`config.mk`:
```
export PLATFORM = sky130hd
export DESIGN_NAME = fetch_next_pc
export DESIGN_NICKNAME = d
export VERILOG_FILES = /design/src/rtl/fetch_next_pc.sv
export SDC_FILE = /design/constraint.sdc
export NUM_CORES = 1
export LEC_CHECK = 0
export ABC_AREA = 1
export CAP_MARGIN = 20
export CORE_AREA = 2 2 139 141
export DETAILED_ROUTE_END_ITERATION = 10
export DIE_AREA = 0 0 141 143
export SLEW_MARGIN = 20
export SYNTH_ARGS = -nofsm -noshare
export SYNTH_HDL_FRONTEND = slang
export SYNTH_SLANG_ARGS = --single-unit
```
`constraint.sdc`:
```
create_clock -name i_clk -period 1.6 [get_ports i_clk]
set_input_delay 0.16 -clock i_clk [delete_from_list [all_inputs] [get_ports i_clk]]
set_output_delay 0.16 -clock i_clk [all_outputs]
set_load 0.005 [all_outputs]
```
`src/rtl/fetch_next_pc.sv`:
```
// Next-PC selection and IF/ID pipeline register for the fetch stage.
// Chooses between sequential, jump (ID) and taken-branch (EX) targets, holds on
// stalls and memory wait states, and parks a redirect that arrives during an
// outstanding fetch until that fetch completes.
module fetch_next_pc #(
    parameter logic [31:0] RESET_PC = 32'h0000_0000
) (
    input  logic        i_clk,
    input  logic        i_rst,
    input  logic [31:0] i_pc_in,
    input  logic [31:0] i_instr_in,
    input  logic        i_imem_ready,
    input  logic        i_stall,
    input  logic        i_branch_taken,
    input  logic [31:0] i_branch_target,
    input  logic        i_jump,
    input  logic [31:0] i_jump_target,
    output logic [31:0] o_pc_next,
    output logic [31:0] o_ifid_instr,
    output logic [31:0] o_ifid_pc4,
    output logic        o_ifid_valid,
    output logic        o_redirect_pending
);

    typedef enum logic {
        StRun,
        StHoldRedir
    } state_e;

    state_e      r_state;
    state_e      w_state_d;
    logic [31:0] r_pend_target;
    logic [31:0] w_pend_target_d;
    logic        r_pend_is_jump;  // source of the parked redirect: 1 = jump, 0 = branch
    logic        w_pend_is_jump_d;
    logic [31:0] r_ifid_instr;
    logic [31:0] w_ifid_instr_d;
    logic [31:0] r_ifid_pc4;
    logic [31:0] w_ifid_pc4_d;
    logic        r_ifid_valid;
    logic        w_ifid_valid_d;

    logic        w_redirect;
    logic [31:0] w_target;
    logic [31:0] w_pc4;

    assign w_redirect = i_branch_taken | i_jump;
    // Branch resolves later in the pipe, so it is the older instruction and wins.
    assign w_target   = i_branch_taken ? i_branch_target : i_jump_target;
    assign w_pc4      = i_pc_in + 32'd4;

    // Next-PC select and next-state of the FSM, pending redirect and IF/ID register.
    always_comb begin
        o_pc_next        = i_pc_in;
        w_state_d        = r_state;
        w_pend_target_d  = r_pend_target;
        w_pend_is_jump_d = r_pend_is_jump;
        w_ifid_instr_d   = r_ifid_instr;
        w_ifid_pc4_d     = r_ifid_pc4;
        w_ifid_valid_d   = r_ifid_valid;

        if (i_rst) begin
            o_pc_next = RESET_PC;
        end else begin
            unique case (r_state)
                StRun: begin
                    if (w_redirect) begin
                        w_ifid_valid_d = 1'b0;
                        if (i_imem_ready) begin
                            o_pc_next = w_target;
                        end else begin
                            // Never abort the in-flight fetch; park the target instead.
                            w_pend_target_d  = w_target;
                            w_pend_is_jump_d = ~i_branch_taken;
                            w_state_d        = StHoldRedir;
                        end
                    end else if (i_stall) begin
                        // Load-use hold: PC and IF/ID all keep their values.
                    end else if (!i_imem_ready) begin
                        w_ifid_valid_d = 1'b0;
                    end else begin
                        o_pc_next      = w_pc4;
                        w_ifid_instr_d = i_instr_in;
                        w_ifid_pc4_d   = w_pc4;
                        w_ifid_valid_d = 1'b1;
                    end
                end
                StHoldRedir: begin
                    // Whatever returns now is wrong-path; stall is irrelevant here.
                    w_ifid_valid_d = 1'b0;
                    if (!i_imem_ready) begin
                        if (i_branch_taken) begin
                            w_pend_target_d  = i_branch_target;
                            w_pend_is_jump_d = 1'b0;
                        end else if (i_jump && r_pend_is_jump) begin
                            w_pend_target_d  = i_jump_target;
                            w_pend_is_jump_d = 1'b1;
                        end
                    end else begin
                        o_pc_next = i_branch_taken ? i_branch_target : r_pend_target;
                        w_state_d = StRun;
                    end
                end
                default: begin
                    w_state_d = StRun;
                end
            endcase
        end
    end

    // State, pending redirect and IF/ID registers with synchronous reset.
    always_ff @(posedge i_clk) begin
        if (i_rst) begin
            r_state        <= StRun;
            r_pend_target  <= 32'd0;
            r_pend_is_jump <= 1'b0;
            r_ifid_instr   <= 32'd0;
            r_ifid_pc4     <= 32'd0;
            r_ifid_valid   <= 1'b0;
        end else begin
            r_state        <= w_state_d;
            r_pend_target  <= w_pend_target_d;
            r_pend_is_jump <= w_pend_is_jump_d;
            r_ifid_instr   <= w_ifid_instr_d;
            r_ifid_pc4     <= w_ifid_pc4_d;
            r_ifid_valid   <= w_ifid_valid_d;
        end
    end

    assign o_ifid_instr       = r_ifid_instr;
    assign o_ifid_pc4         = r_ifid_pc4;
    assign o_ifid_valid       = r_ifid_valid;
    assign o_redirect_pending = (r_state == StHoldRedir);

endmodule

```
==> out/qor.csv <==
metric,value,unit
number of buffers and inverters on the critical path,4,
number of hold-slack violations in the final timing report,0,
data required time at the worst endpoint,1.44,ns
Layout Nets,1652,
Routed WL,29.5,mm
gate count of the mapped netlist,1094,
static leakage,5.26,nW
cts-stage hold buffer count,0,
leftover overflow at the end of global routing,0,
crit path to,o_pc_next[15],
async set-reset flop share out of synthesis,0,%
global-route usage over all layers,27.6,%
family with the most delay on the worst path,buffers and inverters,
initial antenna violation count,0,
Layout Cell Area excl Fill,12000,um^2
Row Count,50,
number of buffers added by the clock tree synthesis step,9,
largest fanout on the critical path,6,
Die Span X,141,um
cell-by-cell listing of the critical path,inv_6 > nor2_4 > buf_12 > buf_12 > a21oi_4 > nand2_2 > a21oi_2 > buf_2,
final-layout fill cell count,1716,
Synth cell types,36,
clock skew,0.00874,ns
Worst-Skew Late Latency,0.36,ns
placed inst area,10400,um^2
Worst Tran Pin Value,0.430,ns
violated checks,setup timing,
length in cells of the worst reg-to-reg path,9,
Crit path arrival time,1.64,ns
number of diodes,0,
global placement routability congestion,0.921,
CP Capture Type,primary output,
Worst Setup Path Type,reg -> out,
share of final-layout standard cells stronger than drive strength 1,34.8,%
post-synthesis sequential area ratio,31.0,%
maximum capacitance violations,0,
first-pass GRT wire length,44.0,mm
via count of the first global-routing pass,8630,
Syn Nets,1229,
count of flip-flops with a built-in enable after synthesis,0,
Startpoint Class,flop,
number of storage elements in the synthesis netlist,99,
1st-pass router iterations,5,
path type of the worst min-delay path,in -> reg,
maximum number of pins on one net before global-route repair,48,
area of the core region,18600,um^2
Routed Antenna Nets,0,
most prevalent standard cell on the critical path,sky130_fd_sc_hd__buf_12,
Critical-path top delay cell,sky130_fd_sc_hd__dfxtp_4,
power density over the cells,604,nW/um^2
predominant post-synthesis flop cell,sky130_fd_sc_hd__dfxtp_1,
Peak supply drop,0.642,mV
run status,finished with violations,
final standard cell utilization of the core,64.4,%
Highest Clock Rate,0.556,GHz
synthesized area divided by synthesized cell count,5.85,um^2
"Period Utilization, post-route",112,%
timing startpoint of the critical path,o_redirect_pending$_SDFF_PP0_,
CTS HTree Levels,3,
Residual DRC,0,
Iter 0 DRT Violations,489,
effective utilization at floorplan,34.4,%
delay of the slowest cell on the worst path,0.38,ns
Reg-to-Reg Start,o_redirect_pending$_SDFF_PP0_,
clock tree root buffer cell,sky130_fd_sc_hd__clkbuf_16,
Final Max Tran Viols,0,
vias,8965,
clock tree sinks,99,
input/output buffers,231,
number of placed I/O pins,232,
critical path depth,8,
final worst slack,-0.197,ns
"reg-to-reg slack, setup",0.13,ns
final routed wire length divided by cell count,16.8,um
Detailed Place HPWL,21.5,mm
die height,143,um
maximum clock insertion buffer count,2,
area overhead of the layout relative to synthesis,87.0,%
setup violation total in the final timing report,29,
Post-Syn Area,6400,um^2
detail-routed via count per cell,5.11,
final critical path time including I/O delays and setup,1.80,ns
count of yosys warnings during synthesis,0,
clock tree from TritonCTS,done,
setup repair after global routing missed its margin,true,
Die Area,20200,um^2
clock edge transition at the registers on the reported setup and hold paths,0.08,ns
relative slew slack,71.3,%
worst flop-to-flop path endpoint,o_ifid_pc4[12]$_SDFFE_PP0P_,
[worst min-delay path: stages]
cell                      delay [ns]
sky130_fd_sc_hd__buf_2          0.13
sky130_fd_sc_hd__a21oi_1        0.14
sky130_fd_sc_hd__nor3_1         0.05
[worst min-delay path by stage]
stage / startpoint / end / slack [ns] / cells past startpoint
4_1_cts: i_stall / o_ifid_valid$_SDFFE_PP0P_ / 0.15 / 3
3_3_place_gp: r_pend_target[2]$_SDFFE_PP0P_ / r_pend_target[2]$_SDFFE_PP0P_ / 0.44 / 2
6_report: i_stall / o_ifid_valid$_SDFFE_PP0P_ / 0.17 / 3
5_1_grt: i_stall / o_ifid_valid$_SDFFE_PP0P_ / 0.18 / 3
2_1_floorplan: i_pc_in[2] / o_ifid_pc4[2]$_SDFFE_PP0P_ / 0.25 / 1
3_5_place_dp: r_pend_target[2]$_SDFFE_PP0P_ / r_pend_target[2]$_SDFFE_PP0P_ / 0.45 / 2
[cell usage after synthesis, types with 10 or more instances]
cell | count | share of area (%)
sky130_fd_sc_hd__buf_2 | 29 | 2.3
sky130_fd_sc_hd__inv_2 | 11 | 0.65
sky130_fd_sc_hd__clkbuf_1 | 28 | 1.6
sky130_fd_sc_hd__nor2_2 | 10 | 0.98
sky130_fd_sc_hd__nand2_1 | 200 | 12
sky130_fd_sc_hd__inv_1 | 41 | 2.4
sky130_fd_sc_hd__a21oi_1 | 116 | 9.1
sky130_fd_sc_hd__nor2_1 | 309 | 18
sky130_fd_sc_hd__nand3_1 | 52 | 4.1
sky130_fd_sc_hd__dfxtp_1 | 99 | 31
sky130_fd_sc_hd__a31oi_1 | 15 | 1.5
sky130_fd_sc_hd__o21ai_0 | 126 | 9.9
[sequential cells by signal, summed over array words and instances (netlist names)]
name / cells
o_ifid_instr: 32
o_ifid_pc4: 32
o_ifid_valid: 1
o_redirect_pending: 1
r_pend_is_jump: 1
r_pend_target: 32
[cell type report]
cell class / instances / area, um^2 / share of cell area [%]
inverter: 53 / 235 / 1.97
multi-input combinational: 878 / 4790 / 40.0
clock inverter: 5 / 61.3 / 0.512
clock buffer: 10 / 229 / 1.91
timing repair buffer: 476 / 4380 / 36.6
sequential: 99 / 1990 / 16.6
tap: 234 / 293 / 2.45
[metal layers]
| layer | track usage (%) | routed length (um) | vias up |
|---|---|---|---|
| li1 | - | - | 4448 |
| met1 | 34.7 | 12800 | 4139 |
| met2 | 47.4 | 14300 | 320 |
| met3 | 5.13 | 1630 | 58 |
| met4 | 9.42 | 856 | 0 |
| met5 | 0 | 0 | - |
[cell families (layout without fill, tap and decap cells)]
kind of cell / after synthesis / after routing / synth area share [%]
XOR/XNOR: 1 / 1 / 0.137
AND/OR/NAND/NOR: 595 / 595 / 38.0
flip-flops: 99 / 99 / 31.0
buffers and inverters: 117 / 544 / 7.68
AO/OA/AOI/OAI: 281 / 281 / 23.0
adder cells (fa/ha/maj): 1 / 1 / 0.196
[stage by stage]
step | setup WS, ns | std cells | setup TNS, ns | total power (W) | hold slack [ns]
2_1_floorplan | 0.230 | 1094 | 0 | 0.00347 | 0.250
3_3_place_gp | -1.07 | 1696 | -65.88 | 0.00468 | 0.441
3_5_place_dp | -1.06 | 1696 | -65.86 | 0.00468 | 0.447
4_1_cts | -0.160 | 1740 | -2.53 | 0.00707 | 0.154
5_1_grt | -0.252 | 1755 | -4.61 | 0.00755 | 0.180
6_report | -0.197 | 1755 | -2.76 | 0.00723 | 0.173
[power by group]
group | internal, W | switching (W)
clock network | 0.00122 | 0.00106
registers | 0.00258 | 0.0000577
logic | 0.00116 | 0.00116
[timing repair]
item | 4_1_cts | 5_1_grt
setup endpoints to repair | 97 | 33
setup buffers | 28 | 13
gates cloned | 2 | 4
endpoints found under the hold margin | 0 | 0
pin swaps | 57 | 57
resized for setup | 450 | 136
[cells in the final DEF (no fill, tap or decap), types with 20 or more instances in the layout]
cell and n:
sky130_fd_sc_hd__clkdlybuf4s50_1 165, sky130_fd_sc_hd__nor2_2 22, sky130_fd_sc_hd__o21ai_0 99, sky130_fd_sc_hd__nand2_1 148, sky130_fd_sc_hd__nand3_1 42, sky130_fd_sc_hd__nand2_4 24
sky130_fd_sc_hd__dfxtp_1 98, sky130_fd_sc_hd__a21oi_1 80, sky130_fd_sc_hd__buf_6 26, sky130_fd_sc_hd__buf_12 20, sky130_fd_sc_hd__nor2_1 275, sky130_fd_sc_hd__nand2_2 36
sky130_fd_sc_hd__a21oi_2 35, sky130_fd_sc_hd__nor2_4 27, sky130_fd_sc_hd__buf_4 205, sky130_fd_sc_hd__inv_1 34, sky130_fd_sc_hd__buf_2 37
(Power assumes the default switching activity.)
